$ cat src/rtl/mem_port_arbiter.sv
// Single memory port shared by instruction fetch and the load/store unit.
// Arbitrates, sequences each access, aligns store lanes and extends load data.
module mem_port_arbiter #(
  parameter int STARVE_LIMIT = 4
) (
  input  logic        clk,
  input  logic        rst_n,
  input  logic        if_req,
  input  logic [31:0] if_addr,
  output logic        if_gnt,
  output logic        if_rvalid,
  output logic [31:0] if_rdata,
  input  logic        ls_req,
  input  logic        ls_we,
  input  logic [2:0]  ls_len,
  input  logic [31:0] ls_addr,
  input  logic [31:0] ls_wdata,
  output logic        ls_gnt,
  output logic        ls_rvalid,
  output logic [31:0] ls_rdata,
  output logic        ls_err,
  output logic        mem_req,
  output logic        mem_we,
  output logic [31:0] mem_addr,
  output logic [3:0]  mem_be,
  output logic [31:0] mem_wdata,
  input  logic        mem_ready,
  input  logic [31:0] mem_rdata
);

  typedef enum logic [1:0] {
    ST_IDLE = 2'd0,
    ST_BUSY = 2'd1,
    ST_RESP = 2'd2,
    ST_ERR  = 2'd3
  } state_e;

  localparam logic [3:0] LIMIT = 4'(STARVE_LIMIT);

  function automatic logic ls_legal(input logic we, input logic [2:0] len, input logic [1:0] lane);
    logic ok;
    ok = 1'b0;
    case (len)
      3'b000:  ok = 1'b1;
      3'b001:  ok = ~lane[0];
      3'b010:  ok = (lane == 2'b00);
      3'b100:  ok = ~we;
      3'b101:  ok = ~we & ~lane[0];
      default: ok = 1'b0;
    endcase
    return ok;
  endfunction

  function automatic logic [3:0] ls_be(input logic [1:0] size, input logic [1:0] lane);
    logic [3:0] be;
    be = 4'b0000;
    case (size)
      2'b00:   be = 4'b0001 << lane;
      2'b01:   be = 4'b0011 << lane;
      default: be = 4'b1111;
    endcase
    return be;
  endfunction

  function automatic logic [31:0] st_align(input logic [1:0] size, input logic [31:0] wdata);
    logic [31:0] d;
    d = 32'd0;
    case (size)
      2'b00:   d = {4{wdata[7:0]}};
      2'b01:   d = {2{wdata[15:0]}};
      default: d = wdata;
    endcase
    return d;
  endfunction

  function automatic logic [31:0] ld_extract(input logic [2:0] len, input logic [1:0] lane,
                                             input logic [31:0] rdata);
    logic [31:0] shifted;
    logic [7:0]  b;
    logic [15:0] h;
    logic [31:0] r;
    shifted = rdata >> {lane, 3'b000};
    b       = shifted[7:0];
    h       = lane[1] ? rdata[31:16] : rdata[15:0];
    r       = 32'd0;
    case (len)
      3'b000:  r = {{24{b[7]}}, b};
      3'b001:  r = {{16{h[15]}}, h};
      3'b010:  r = rdata;
      3'b100:  r = {24'd0, b};
      3'b101:  r = {16'd0, h};
      default: r = 32'd0;
    endcase
    return r;
  endfunction

  state_e      state_q, state_d;
  logic [3:0]  starve_q, starve_d;
  logic        owner_if_q, owner_if_d;
  logic [2:0]  len_q, len_d;
  logic [1:0]  lane_q, lane_d;
  logic        mem_we_q, mem_we_d;
  logic [31:0] mem_addr_q, mem_addr_d;
  logic [3:0]  mem_be_q, mem_be_d;
  logic [31:0] mem_wdata_q, mem_wdata_d;
  logic [31:0] if_rdata_q, if_rdata_d;
  logic [31:0] ls_rdata_q, ls_rdata_d;

  logic if_win_s, ls_win_s, ls_illegal_s;
  logic unused_s;

  // Fetch pre-empts loads/stores only once the starve counter has reached the limit.
  assign if_win_s     = (state_q == ST_IDLE) & if_req & (~ls_req | (starve_q == LIMIT));
  assign ls_win_s     = (state_q == ST_IDLE) & ls_req & ~if_win_s;
  assign ls_illegal_s = ~ls_legal(ls_we, ls_len, ls_addr[1:0]);
  assign unused_s     = ^if_addr[1:0];

  // State, transaction and response registers.
  always_ff @(posedge clk or negedge rst_n) begin
    if (!rst_n) begin
      state_q     <= ST_IDLE;
      starve_q    <= 4'd0;
      owner_if_q  <= 1'b0;
      len_q       <= 3'd0;
      lane_q      <= 2'd0;
      mem_we_q    <= 1'b0;
      mem_addr_q  <= 32'd0;
      mem_be_q    <= 4'd0;
      mem_wdata_q <= 32'd0;
      if_rdata_q  <= 32'd0;
      ls_rdata_q  <= 32'd0;
    end else begin
      state_q     <= state_d;
      starve_q    <= starve_d;
      owner_if_q  <= owner_if_d;
      len_q       <= len_d;
      lane_q      <= lane_d;
      mem_we_q    <= mem_we_d;
      mem_addr_q  <= mem_addr_d;
      mem_be_q    <= mem_be_d;
      mem_wdata_q <= mem_wdata_d;
      if_rdata_q  <= if_rdata_d;
      ls_rdata_q  <= ls_rdata_d;
    end
  end

  // Next-state logic.
  always_comb begin
    state_d = state_q;
    case (state_q)
      ST_IDLE: begin
        if (if_win_s) begin
          state_d = ST_BUSY;
        end else if (ls_win_s) begin
          state_d = ls_illegal_s ? ST_ERR : ST_BUSY;
        end else begin
          state_d = ST_IDLE;
        end
      end
      ST_BUSY: state_d = mem_ready ? ST_RESP : ST_BUSY;
      ST_RESP: state_d = ST_IDLE;
      ST_ERR:  state_d = ST_IDLE;
      default: state_d = ST_IDLE;
    endcase
  end

  // Transaction capture at grant, starve tracking and response data.
  always_comb begin
    starve_d    = starve_q;
    owner_if_d  = owner_if_q;
    len_d       = len_q;
    lane_d      = lane_q;
    mem_we_d    = mem_we_q;
    mem_addr_d  = mem_addr_q;
    mem_be_d    = mem_be_q;
    mem_wdata_d = mem_wdata_q;
    if_rdata_d  = if_rdata_q;
    ls_rdata_d  = ls_rdata_q;
    if (if_win_s) begin
      starve_d    = 4'd0;
      owner_if_d  = 1'b1;
      len_d       = 3'b010;
      lane_d      = 2'b00;
      mem_we_d    = 1'b0;
      mem_addr_d  = {if_addr[31:2], 2'b00};
      mem_be_d    = 4'b1111;
      mem_wdata_d = 32'd0;
    end else if (ls_win_s) begin
      if (if_req) begin
        starve_d = (starve_q == LIMIT) ? starve_q : starve_q + 4'd1;
      end else begin
        starve_d = 4'd0;
      end
      owner_if_d  = 1'b0;
      len_d       = ls_len;
      lane_d      = ls_addr[1:0];
      mem_we_d    = ls_we;
      mem_addr_d  = {ls_addr[31:2], 2'b00};
      mem_be_d    = ls_be(ls_len[1:0], ls_addr[1:0]);
      mem_wdata_d = ls_we ? st_align(ls_len[1:0], ls_wdata) : 32'd0;
    end else begin
      starve_d = starve_q;
    end
    // An error completion reports zero data, so clear it as the illegal request is taken.
    if ((state_q == ST_BUSY) && mem_ready) begin
      if (owner_if_q) begin
        if_rdata_d = mem_rdata;
      end else begin
        ls_rdata_d = mem_we_q ? 32'd0 : ld_extract(len_q, lane_q, mem_rdata);
      end
    end else if (ls_win_s && ls_illegal_s) begin
      ls_rdata_d = 32'd0;
    end else begin
      ls_rdata_d = ls_rdata_q;
    end
  end

  // Output decode from state; grants are suppressed while reset is asserted.
  always_comb begin
    if_gnt    = 1'b0;
    ls_gnt    = 1'b0;
    mem_req   = 1'b0;
    if_rvalid = 1'b0;
    ls_rvalid = 1'b0;
    ls_err    = 1'b0;
    case (state_q)
      ST_IDLE: begin
        if_gnt = if_win_s & rst_n;
        ls_gnt = ls_win_s & rst_n;
      end
      ST_BUSY: mem_req = 1'b1;
      ST_RESP: begin
        if_rvalid = owner_if_q;
        ls_rvalid = ~owner_if_q;
      end
      ST_ERR: begin
        ls_rvalid = 1'b1;
        ls_err    = 1'b1;
      end
      default: begin
        if_gnt = 1'b0;
      end
    endcase
  end

  assign mem_we    = mem_we_q;
  assign mem_addr  = mem_addr_q;
  assign mem_be    = mem_be_q;
  assign mem_wdata = mem_wdata_q;
  assign if_rdata  = if_rdata_q;
  assign ls_rdata  = ls_rdata_q;

endmodule

$ cat config.mk
export PLATFORM = sky130hd
export DESIGN_NAME = mem_port_arbiter
export DESIGN_NICKNAME = d
export VERILOG_FILES = /design/src/rtl/mem_port_arbiter.sv
export SDC_FILE = /design/constraint.sdc
export NUM_CORES = 1
export LEC_CHECK = 0
export ABC_AREA = 0
export CORE_MARGIN = 2
export CORE_UTILIZATION = 46
export DETAILED_ROUTE_END_ITERATION = 12
export GPL_TIMING_DRIVEN = 0
export MAX_ROUTING_LAYER = met4
export PLACE_DENSITY = 0.88
export SYNTH_ARGS = -nofsm -noshare
export SYNTH_HDL_FRONTEND = slang
export SYNTH_SLANG_ARGS = --single-unit
$ cat constraint.sdc
create_clock -name clk -period 3.6 [get_ports clk]
set_clock_uncertainty 0.05 [all_clocks]
set_input_delay 0.9 -clock clk [delete_from_list [all_inputs] [get_ports clk]]
set_output_delay 0.9 -clock clk [all_outputs]
set_load 0.01 [all_outputs]
==> metrics.txt, run 1 <==
final worst slack=0.128 ns; CTS sink count=143; synthesized instance count=563; critical path type=reg2out; Synth Flop Type=dfrtp_1; reg-to-reg slack, setup=1.41 ns; Routed Wire Length=20800 µm; Via density=5.60; status=completed; CTS tree=yes; HPWL after detailed placement=roughly 15000 µm; Pleak=4.24 nW; Setup crit start kind=flip-flop; CP endpoint kind=primary output; Die Y=123 µm; die area=15200 µm²; Synth cell types=47; Routed Antenna Nets=0; sequential share of the synthesized area=a little over half; first-pass GRT wire length=between 30000 and 40000 µm; Worst Hold Class=in2async; share of flip-flops with an asynchronous set or reset=100%; final period demand of the worst path=3.47 ns; Post-synth EDFFs=0; placed cell areas=between 9000 and 10000 µm²; pin count of the biggest net entering global routing=88; I/O pins=about 280; dpl ws=-0.575 ns; vias in the first global route=5922; Power Total=8.71 mW; RR Endpoint=mem_addr[20]; count leader, synth=dfrtp_1; top cell type by total area after synthesis=dfrtp_1; Inserted Clock Buffers=17; Fin. Hold Viols=0; worst skew pair latency=0.41 ns; FF-to-FF path depth=8; synthesized area per cell=11.6 µm²; synthesis-to-finish area growth=55.5%; setup TNS=0 ns; crit path DAT=2.52 ns; final worst-path cycle share=96.4%; initial DRC count=470; starting density of the core=a little under half; Vias=5858; clk buf depth=2; layout cells sized above 1=between 8 and 9%; wire per inst=19.9 µm; drt pass-1 iters=5; Critical Path RT=roughly 2.7 ns; GRT Util Overall=28.7%; Ys Warns=0; crit-path max FO=10; Util after Layout=between 70% and 80%; fmax=0.288 GHz; gr ovfl total=0; initial antenna violation count=1; Die X=123 µm; Core Region=13900 µm²; Layout Nets=993; most instantiated cells after synthesis=dfrtp_1 (143), nand2_1 (64), mux2i_1 (55), o21ai_1 (35), o2bb2ai_1 (32); clk slew on worst S/H paths=0.06 ns; Placer Congestion=about 0.91; clk root buf=clkbuf_16; maximum VDD drop=0.000421 V; RSZ-0062 raised after global routing=no; Cell Count, Final, Fillers Out=1047; Critical R2R Launch=starve_q[0]; Post-Syn Area=6550 µm²; Worst Tran Pin Value=1.05 ns; Setup violations, final=0; Final Cell Area=10200 µm²; DP Cell Count=1014; ranking of synthesized cells by area=dfrtp_1 (55%), mux2i_1 (8.4%), mux2_1 (5.2%), o2bb2ai_1 (4.3%), nand2_1 (3.7%); Fill cells=974; Post-route DRC=0; I/O Buffers=around 270; Rows=between 40 and 50; hold slack final=0.391 ns; max_cap viols=0; Slew headroom=29.4%; share of Yosys cell area claimed by the top area cell type=54.7%; Seq cells post-synth=approximately 140; Final Max Tran Viols=0; CTS H-tree depth=4; PD cells=856 nW/µm²
logic make-up (layout without fill, tap and decap cells):
logic type	after synthesis	count (layout)	synth area share [%]
AOI/OAI and AO/OA	161	161	17.7
DFF	143	143	54.7
muxes	96	96	15.6
and+or+nand+nor	113	113	8.10
other	1	3	0.0573
adders and majority gates	2	2	0.382
buffers and inverters	47	349	3.42
report_power, final:
part	switching (mW)	total, mW	internal, mW
Combinational	1.85	3.92	2.07
Sequential	0.453	2.80	2.35
Clock	0.662	1.99	1.33
Total	2.96	8.71	5.75
cell usage in the layout (no fill, tap or decap), types with 4 or more instances in the layout:
cell type and count:
a211oi_1 16, a21oi_1 13, a221oi_1 10, a222oi_1 7
a22o_1 11, and2_1 4, buf_2 14, bufinv_16 6
clkbuf_1 23, clkbuf_16 17, clkdlybuf4s50_1 267, dfrtp_1 143
inv_1 5, mux2_1 30, mux2_2 10, mux2i_1 55
nand2_1 64, nand2b_1 4, nor2_1 21, o21ai_0 18
o21ai_1 35, o21ai_2 6, o2bb2ai_1 32
critical path, stage by stage, from the launching register on:
cell	delay (ns)
dfrtp_1	0.42
inv_1	0.07
ha_1	0.21
nand3b_4	0.11
a2111oi_4	0.41
buf_6	0.22
and2_1	0.13
clkdlybuf4s50_1	0.53
final cells by class:
class                           instances  area, µm²  share of cell area [%]
Antenna cell                            1       2.50                  0.0246
Buffer                                 41        201                    1.98
Clock buffer                           21        460                    4.52
Clock inverter                         10        209                    2.05
Inverter                                6       22.5                   0.221
Multi-Input combinational cell        374       2750                    27.0
Sequential cell                       143       3580                    35.2
Tap cell                              180        225                    2.21
Timing Repair Buffer                  271       2730                    26.8
worst max path at each step:
| stage | from | endpoint | cells past startpoint |
|---|---|---|---|
| after floorplan | ls_req | if_gnt | 4 |
| after global placement | rst_n | ls_gnt | 3 |
| after detailed placement | if_req | if_gnt | 6 |
| after CTS | rst_n | if_gnt | 4 |
| after global routing | starve_q[0] | if_gnt | 7 |
| final | starve_q[0] | if_gnt | 7 |
repair_timing:
action                                  4_1_cts  5_1_grt
endpoints found under the setup margin        2        1
pin swaps                                     1        0
hold buffers                                  0        0
gates resized for setup                       1        1
setup buffers                                 1        0
metal layers:
metal  track usage [%]  part of all wire (%)
met5                 -                     0
met4              10.0                   2.1
met3              7.33                   7.9
met2              47.8                    50
met1              33.7                    40
flip-flops by register name, indices dropped and copies added, names as in the netlist, 3 cells and up:
register	count
if_rdata	32
len_q	3
ls_rdata	32
mem_addr	30
mem_be	4
mem_wdata	32
starve_q	4
Power figures use the tool's default switching activity.
==> run 2, diff against run 1 <==
SLEW_MARGIN = 5   (was not set)
==> results of run 2 <==
Final layout, timing and power as in run 1 (identical DEF).
